[config.mk]
export PLATFORM = sky130hd
export DESIGN_NAME = imem_boot_loader_flat
export DESIGN_NICKNAME = d
export VERILOG_FILES = /design/src/rtl/imem_boot_loader_if.sv /design/src/rtl/imem_boot_loader.sv /design/src/flat_wrapper.sv
export SDC_FILE = /design/constraint.sdc
export NUM_CORES = 1
export LEC_CHECK = 0
export CAP_MARGIN = 40
export CORE_MARGIN = 2
export CORE_UTILIZATION = 55
export DETAILED_ROUTE_END_ITERATION = 16
export GPL_TIMING_DRIVEN = 0
export PLACE_DENSITY_LB_ADDON = 0.05
export SETUP_SLACK_MARGIN = 0.15
export SYNTH_ARGS = -nofsm -noshare
export SYNTH_HDL_FRONTEND = slang
export SYNTH_SLANG_ARGS = --single-unit
[constraint.sdc]
create_clock -name clk -period 2.35 [get_ports clk]
set_clock_uncertainty 0.2 [all_clocks]
set_input_delay 0.235 -clock clk [delete_from_list [all_inputs] [get_ports clk]]
set_output_delay 0.235 -clock clk [all_outputs]
set_load 0.01 [all_outputs]
[src/rtl/imem_boot_loader_if.sv]
// Byte-stream input handshake and instruction-memory write bus for the boot loader.
// The master drives the byte stream; the slave (the loader) drives the memory write port.
interface imem_boot_loader_if #(
  parameter int ADDR_WIDTH = 10
);
  logic                  in_valid;
  logic [7:0]            in_data;
  logic                  in_ready;
  logic                  imem_we;
  logic [ADDR_WIDTH-1:0] imem_addr;
  logic [31:0]           imem_wdata;

  modport master (
    output in_valid,
    output in_data,
    input  in_ready,
    input  imem_we,
    input  imem_addr,
    input  imem_wdata
  );

  modport slave (
    input  in_valid,
    input  in_data,
    output in_ready,
    output imem_we,
    output imem_addr,
    output imem_wdata
  );
endinterface

[src/rtl/imem_boot_loader.sv]
// Boot loader: parses a length-prefixed, XOR-checksummed byte image into 32-bit
// instruction-memory writes and releases the core reset only after a verified load.
module imem_boot_loader #(
  parameter int ADDR_WIDTH = 10
) (
  input  logic                  clk,
  input  logic                  rst,
  imem_boot_loader_if.slave     bus,
  output logic                  core_rst,
  output logic                  load_done,
  output logic                  load_err,
  output logic [ADDR_WIDTH:0]   words_loaded
);

  typedef enum logic [2:0] {
    HDR_LO,
    HDR_HI,
    DATA,
    CSUM,
    DONE,
    ERROR
  } state_t;

  // Wide enough that the capacity compare works for any realistic ADDR_WIDTH.
  localparam logic [32:0] CAPACITY = 33'(1) << ADDR_WIDTH;

  state_t                state_q;
  state_t                state_d;
  logic [7:0]            n_lo_q;
  logic [15:0]           n_words_q;
  logic [1:0]            lane_q;
  logic [23:0]           buf_q;
  logic [7:0]            csum_q;
  logic                  ready_q;
  logic                  we_q;
  logic [ADDR_WIDTH-1:0] addr_q;
  logic [31:0]           wdata_q;
  logic [ADDR_WIDTH:0]   count_q;

  logic                  accept;
  logic                  word_complete;
  logic                  last_word;
  logic                  oversize;
  logic [15:0]           n_hdr;

  assign accept        = bus.in_valid & ready_q;
  assign word_complete = accept && (state_q == DATA) && (lane_q == 2'd3);
  assign n_hdr         = {bus.in_data, n_lo_q};
  assign oversize      = {17'd0, n_hdr} > CAPACITY;
  assign last_word     = (33'(count_q) + 33'd1) == 33'(n_words_q);

  always_comb begin
    state_d = state_q;
    unique case (state_q)
      HDR_LO: begin
        if (accept) begin
          state_d = HDR_HI;
        end
      end
      HDR_HI: begin
        if (accept) begin
          if (oversize) begin
            state_d = ERROR;
          end else if (n_hdr == 16'd0) begin
            state_d = CSUM;
          end else begin
            state_d = DATA;
          end
        end
      end
      DATA: begin
        if (word_complete && last_word) begin
          state_d = CSUM;
        end
      end
      CSUM: begin
        if (accept) begin
          state_d = (bus.in_data == csum_q) ? DONE : ERROR;
        end
      end
      DONE: begin
        state_d = DONE;
      end
      ERROR: begin
        state_d = ERROR;
      end
      default: begin
        state_d = ERROR;
      end
    endcase
  end

  always_ff @(posedge clk or negedge rst) begin
    if (!rst) begin
      state_q <= HDR_LO;
    end else begin
      state_q <= state_d;
    end
  end

  // Ready is registered from the next state so it is low throughout reset.
  always_ff @(posedge clk or negedge rst) begin
    if (!rst) begin
      ready_q   <= 1'b0;
      we_q      <= 1'b0;
      addr_q    <= '0;
      wdata_q   <= '0;
      count_q   <= '0;
      n_lo_q    <= '0;
      n_words_q <= '0;
      lane_q    <= '0;
      buf_q     <= '0;
      csum_q    <= '0;
    end else begin
      ready_q <= (state_d != DONE) && (state_d != ERROR);
      we_q    <= word_complete;
      if (accept && ((state_q == HDR_LO) || (state_q == HDR_HI) || (state_q == DATA))) begin
        csum_q <= csum_q ^ bus.in_data;
      end
      if (accept && (state_q == HDR_LO)) begin
        n_lo_q <= bus.in_data;
      end
      if (accept && (state_q == HDR_HI)) begin
        n_words_q <= n_hdr;
      end
      if (accept && (state_q == DATA)) begin
        lane_q <= lane_q + 2'd1;
        unique case (lane_q)
          2'd0: buf_q[7:0]   <= bus.in_data;
          2'd1: buf_q[15:8]  <= bus.in_data;
          2'd2: buf_q[23:16] <= bus.in_data;
          2'd3: begin
            addr_q  <= count_q[ADDR_WIDTH-1:0];
            wdata_q <= {bus.in_data, buf_q};
            count_q <= count_q + 1'b1;
          end
          default: begin
            buf_q <= buf_q;
          end
        endcase
      end
    end
  end

  assign bus.in_ready   = ready_q;
  assign bus.imem_we    = we_q;
  assign bus.imem_addr  = addr_q;
  assign bus.imem_wdata = wdata_q;
  assign words_loaded   = count_q;
  assign load_done      = (state_q == DONE);
  assign load_err       = (state_q == ERROR);
  assign core_rst       = (state_q == DONE);

endmodule
[src/flat_wrapper.sv]
// flat-port wrapper written by rule: the top's interface ports become plain ports
module imem_boot_loader_flat 
#(
  parameter int ADDR_WIDTH = 10
)
  (clk, rst, core_rst, load_done, load_err, words_loaded, bus_in_valid, bus_in_data, bus_in_ready, bus_imem_we, bus_imem_addr, bus_imem_wdata);
  imem_boot_loader_if #(.ADDR_WIDTH(ADDR_WIDTH)) bus_i ();
  input  logic clk;
  input  logic rst;
  output logic core_rst;
  output logic load_done;
  output logic load_err;
  output logic [ADDR_WIDTH:0] words_loaded;
  input wire logic [$bits(bus_i.in_valid)-1:0] bus_in_valid;
  input wire logic [$bits(bus_i.in_data)-1:0] bus_in_data;
  output wire logic [$bits(bus_i.in_ready)-1:0] bus_in_ready;
  output wire logic [$bits(bus_i.imem_we)-1:0] bus_imem_we;
  output wire logic [$bits(bus_i.imem_addr)-1:0] bus_imem_addr;
  output wire logic [$bits(bus_i.imem_wdata)-1:0] bus_imem_wdata;
  assign bus_i.in_valid = bus_in_valid;
  assign bus_i.in_data = bus_in_data;
  assign bus_in_ready = bus_i.in_ready;
  assign bus_imem_we = bus_i.imem_we;
  assign bus_imem_addr = bus_i.imem_addr;
  assign bus_imem_wdata = bus_i.imem_wdata;
  imem_boot_loader #(.ADDR_WIDTH(ADDR_WIDTH)) u_core (.clk(clk), .rst(rst), .bus(bus_i), .core_rst(core_rst), .load_done(load_done), .load_err(load_err), .words_loaded(words_loaded));
endmodule
Word level (Yosys, flattened, before mapping):

Cells that the tools add are included.

* bitwise gates (word level): 2
* divide/modulo/power cells: 0
* shift-type cells: 0
* magnitude comparators: 1
* eq/ne operators: 12
* multiplexer cells: 8
* add/subtract/negate cells: 3
* reduce and logical (&&, ||, !) cells: 16
* multipliers: 0

Operators with widths (count)
* 33-bit by 16-bit == test with 1-bit output: 1
* 16-bit by 11-bit greater-than comparator with 1-bit output (second input constant): 1
* 16-bit zero test: 1
* 3-bit two-way mux: 5
* 3-bit case mux with 5 select lines: 1
* 11-bit by 1-bit adder with 12-bit output (second input constant): 1
* 11-bit by 1-bit adder with 11-bit output (second input constant): 1
* 8-bit == test: 1
* 2-bit AND reduction: 4
* 8-bit XOR: 1
* 1-bit logical AND: 7
* 3-bit by 2-bit == test with 1-bit output (second input constant): 2
* 3-bit == test (second input constant): 2
* 3-bit inequality test (second input constant): 2
* 2-bit == test (second input constant): 2
* 3-bit by 1-bit == test with 1-bit output (second input constant): 1
* 3-bit zero test: 1
* 2-bit by 1-bit adder with 2-bit output (second input constant): 1
* 2-bit by 1-bit == test with 1-bit output (second input constant): 1
* 2-bit zero test: 1
* 1-bit logical OR: 2
* 1-bit two-way mux: 2
* 1-bit AND: 1

* memory bits (read-only): 0
* logic and storage cells: 55
* flip-flop bits (word level): 116
* output and inout port bits: 58
* memories kept: 0
* input port bits: 11
* RAM bits: 0
* latch bits: 0

Depth between registers and ports, before layout:

* depth after elaboration: 8
* mapped depth: 8
* depth with buffers taken out: 6

Worst setup path after synthesis:

No wires, ideal clock.

* path type: register -> register
* from: register u_core.count_q[0], in the netlist u_core.words_loaded[0]
* to: register u_core.state_q[0]
* cell stages (with the launch flop): 7
* data arrival time: 1.599 ns
* clock period less this slack: 1.930 ns
* required time: 2.020 ns
* path slack: 0.420 ns
* path buffers: 0
* library setup time: 0.130 ns
* cells stage by stage: dfrtp_1 -> ha_1 -> nand2_1 -> o22ai_1 -> nor3_1 -> o311ai_0 -> o31ai_2

* word-level cells in the longest chain between the ends: 5

Ends and longest elaborated chain
* start: declaration: line imem_boot_loader.sv:38 `logic [ADDR_WIDTH:0] count_q;`
* start signal: assignment: line imem_boot_loader.sv:135 `count_q <= count_q + 1'b1;`
* 11-bit by 1-bit adder with 12-bit output: line imem_boot_loader.sv:50 `assign last_word = (33'(count_q) + 33'd1) == 33'(n_words_q);`
* 33-bit by 16-bit == test with 1-bit output: line imem_boot_loader.sv:50
* 1-bit logical AND: line imem_boot_loader.sv:72 `if (word_complete && last_word) begin`
* 3-bit two-way mux: line imem_boot_loader.sv:72
* 3-bit case mux with 5 select lines: line imem_boot_loader.sv:54 `unique case (state_q)`
* via u_core.state_d[0]: line imem_boot_loader.sv:28 `state_t state_d;`
* end signal: assignment: line imem_boot_loader.sv:97 `state_q <= state_d;`
* end: declaration: line imem_boot_loader.sv:27 `state_t state_q;`

The timed path passes the listed nets, and every way through them passes these cells.
A chain may end at the register's enable or synchronous reset.

Final worst setup path:

* from: register u_core.state_q[1]
* to: output port load_err

* word-level cells in the longest chain between the ends: 1

Ends and longest elaborated chain
* 3-bit == test: line imem_boot_loader.sv:151 `assign load_err = (state_q == ERROR);`
* end: declaration: line flat_wrapper.sv:12 `output logic load_err;`

No other way between the ends.

==> flow_metrics.env <==
export IMPL_yosys_area_top_type="dfrtp_1"
export IMPL_grt_max_degree=63
export IMPL_synth_area_per_cell_sq_um=11.0
export IMPL_synth_edff_count=0
export IMPL_place_area_sq_mm=0.00605
export IMPL_core_sq_mm=0.00924
export IMPL_nets=578
export IMPL_ir_worst_vdd_mv=0.547
export IMPL_critPathMaxStageDelay_ns=0.39
export IMPL_worst_skew_pair_late_latency_ns=0.51
export IMPL_stdcell_count=704
export IMPL_crit_fanout=10
export IMPL_h_tree_depth=4
export IMPL_status="completed"
export IMPL_min_period_over_period_pct=90.2
export IMPL_cts_root_buffer="clkbuf_8"
export IMPL_synth_cell_types=52
export IMPL_cts_tree="done"
export IMPL_timing_fmax_ghz=0.472
export IMPL_finalSetupViolCount=0
export IMPL_clockBufferDepth=2
export IMPL_yosysTopAreaCellShare_pct=55.4
export IMPL_netlist_area_sq_mm=0.00524
export IMPL_regArea_sq_mm=0.00290
export IMPL_hold_class="input port to register"
export IMPL_fillCellCount=664
export IMPL_synth_cells=474
export IMPL_synth_seq_cells=116
export IMPL_critPathBufInv=2
export IMPL_area_growth_pct=28.9
export IMPL_ios=69
export IMPL_grt_pass1_wl_mm=18.8
export IMPL_overflow=0
export IMPL_relSlewSlack_pct=57.1
export IMPL_async_flop_share_pct=100
export IMPL_power_leakage_uw=0.00341
export IMPL_hpwl_mm=7.49
export IMPL_design_area_sq_mm=0.00675
export IMPL_die_x_um=102
export IMPL_cp_cell_sequence="buf_4 > nor3b_1 > dlygate4sd2_1"
export IMPL_antenna_found_initial=0
export IMPL_cts_buffers=17
export IMPL_multi_input_area_sq_mm=0.00214
export IMPL_worstMarginPinSlew_ns=0.640
export IMPL_drv_cap=0
export IMPL_drive_above_1_share_pct=16.5
export IMPL_ys_warn_count=0
export IMPL_slowest_stage="dfrtp_1"
export IMPL_yosysSeqAreaShare_pct=55.4
export IMPL_clock_sinks=116
export IMPL_dp_cells=666
export IMPL_synth_area_top_cells="dfrtp_1 55%, nand2_1 11%, mux2_1 5.2%, xnor2_1 4.5%, mux2_2 3.0%"
export IMPL_vias=3663
export IMPL_synth_net_count=490
export IMPL_rsz0062_at_grt="yes"
export IMPL_clkSlewWorstSetupHoldPaths_ns=0.06
export IMPL_n_antenna_cell=0
export IMPL_end_kind="output pin"
export IMPL_rows=35
export IMPL_crit_type="register to output pin"
export IMPL_route_detailed_drc=0
export IMPL_die_h_um=102
export IMPL_synth_common_cells="147 x nand2_1, 116 x dfrtp_1, 27 x xnor2_1"
export IMPL_routedWlPerCell_um=16.1
export IMPL_die_area_sq_mm=0.0103
export IMPL_drt_total_wl_mm=11.4
export IMPL_yosysMostFrequentCell="nand2_1"
export IMPL_period_minus_slack_ns=2.12
export IMPL_start_kind="register"
export IMPL_first_global_vias=3698
export IMPL_drt_pass1_iter_count=4
export IMPL_start_util_pct=56.7
export IMPL_powerDensity_mw_per_mm2=795
export IMPL_ff2ff_setup_slack_ns=0.27
export IMPL_via_per_inst=5.20
export IMPL_grt_usage_pct=24.1
export IMPL_synth_flop_cell="dfrtp_1"
export IMPL_slew_violations=0
export IMPL_io_buffer_count=62
export IMPL_critPathTopFamily="buffers and inverters"
export IMPL_ant_nets=0
export IMPL_place_congestion=0.825
export IMPL_crit_required_ns=1.91
export IMPL_worstPathArrival_ns=1.68
export IMPL_hold_violations=0
export IMPL_finalPower_uw=5370
export IMPL_first_iter_violations=199
cell families after synthesis:
kind of cell	share of synthesized area [%]
AOI/OAI and AO/OA	2.82
muxes	11.4
and+or+nand+nor	18.4
buffers and inverters	3.99
DFF	55.4
adders and majority gates	1.20
xor gates and xnor gates	6.69
registers in the layout (all words and copies together), names as in the netlist:
signal                 cells
u_core.lane_q              2
u_core.csum_q              8
u_core.words_loaded       11
u_core.state_q             3
u_core.n_words_q          16
u_core.n_lo_q              8
u_core.bus.imem_wdata     32
u_core.bus.imem_we         1
u_core.buf_q              24
u_core.bus.imem_addr      10
u_core.bus.in_ready        1
metal layers:
metal	share of wire, %	global-route usage (%)	routed length, um
met3	4.0	6.07	453
met1	46	32.1	5210
met2	49	38.5	5510
met4	1.6	9.04	185
met5	0	0	0
tightest hold or removal path, cell delays in order:
cell and delay, ns:
clkbuf_1 0.27, nand2_1 0.13, nand2_1 0.05
layout make-up:
type	instances	share of cell area, %
Buffer	31	2.95
Clock buffer	18	6.34
Clock inverter	14	2.97
Inverter	4	0.222
Multi-Input combinational cell	323	31.7
Sequential cell	116	43.0
Tap cell	129	2.39
Timing Repair Buffer	69	10.5
where the power goes:
group          switching, uW  leakage (uW)  internal [uW]  total [uW]
Combinational            191       0.00154            242         433
Sequential               108       0.00157           2120        2230
Clock                    942      0.000298           1760        2700
Total                   1240       0.00341           4130        5370
placed cells by master (no fill, tap or decap), types with 4 or more instances in the layout:
| cell type | instances |
|---|---|
| nand2_1 | 147 |
| dfrtp_1 | 115 |
| clkdlybuf4s50_1 | 58 |
| xnor2_1 | 27 |
| mux2_1 | 24 |
| clkbuf_16 | 16 |
| mux2_2 | 14 |
| xor2_1 | 13 |
| buf_2 | 11 |
| nor2_1 | 10 |
| mux2_4 | 10 |
| clkbuf_1 | 9 |
| nor3_1 | 9 |
| nand4_1 | 7 |
| dlygate4sd3_1 | 6 |
| buf_6 | 5 |
| buf_4 | 5 |
| nor4_1 | 4 |
| o21ai_0 | 4 |
| ha_1 | 4 |
| bufinv_16 | 4 |
final timing paths:
| check | start | to | cells after the start |
|---|---|---|---|
| setup / recovery | u_core.state_q[1] | load_err | 3 |
| hold / removal | bus_in_data[4] | u_core.bus.imem_wdata[28] | 3 |
| setup reg to reg | u_core.n_lo_q[3] | u_core.state_q[0] | 5 |
| hold reg to reg | u_core.buf_q[11] | u_core.bus.imem_wdata[11] | 2 |
| max in group asynchronous | rst | u_core.words_loaded[0] | 3 |
| min in group asynchronous | rst | u_core.words_loaded[10] | 2 |
what timing repair did:
item | CTS | global route
hold buffers | 6 | 0
resized for setup | 8 | 2
endpoints found under the setup margin | 4 | 2
endpoints found under the hold margin | 145 | 0
pin swaps | 1 | 0
setup buffers | 0 | 0
stage by stage:
step                setup TNS [ns]  util (%)  setup WS (ns)  hold WS, ns
finish                           0      73.1          0.231       0.0209
global route                     0      73.1          0.143       0.0490
CTS                              0      73.0          0.221       0.0117
detailed placement         -0.0473      65.4        -0.0473       0.0301
global placement           -412.81      65.1          -3.56        0.253
floorplan                        0         -          0.420       -0.261
(Power assumes the default switching activity.)
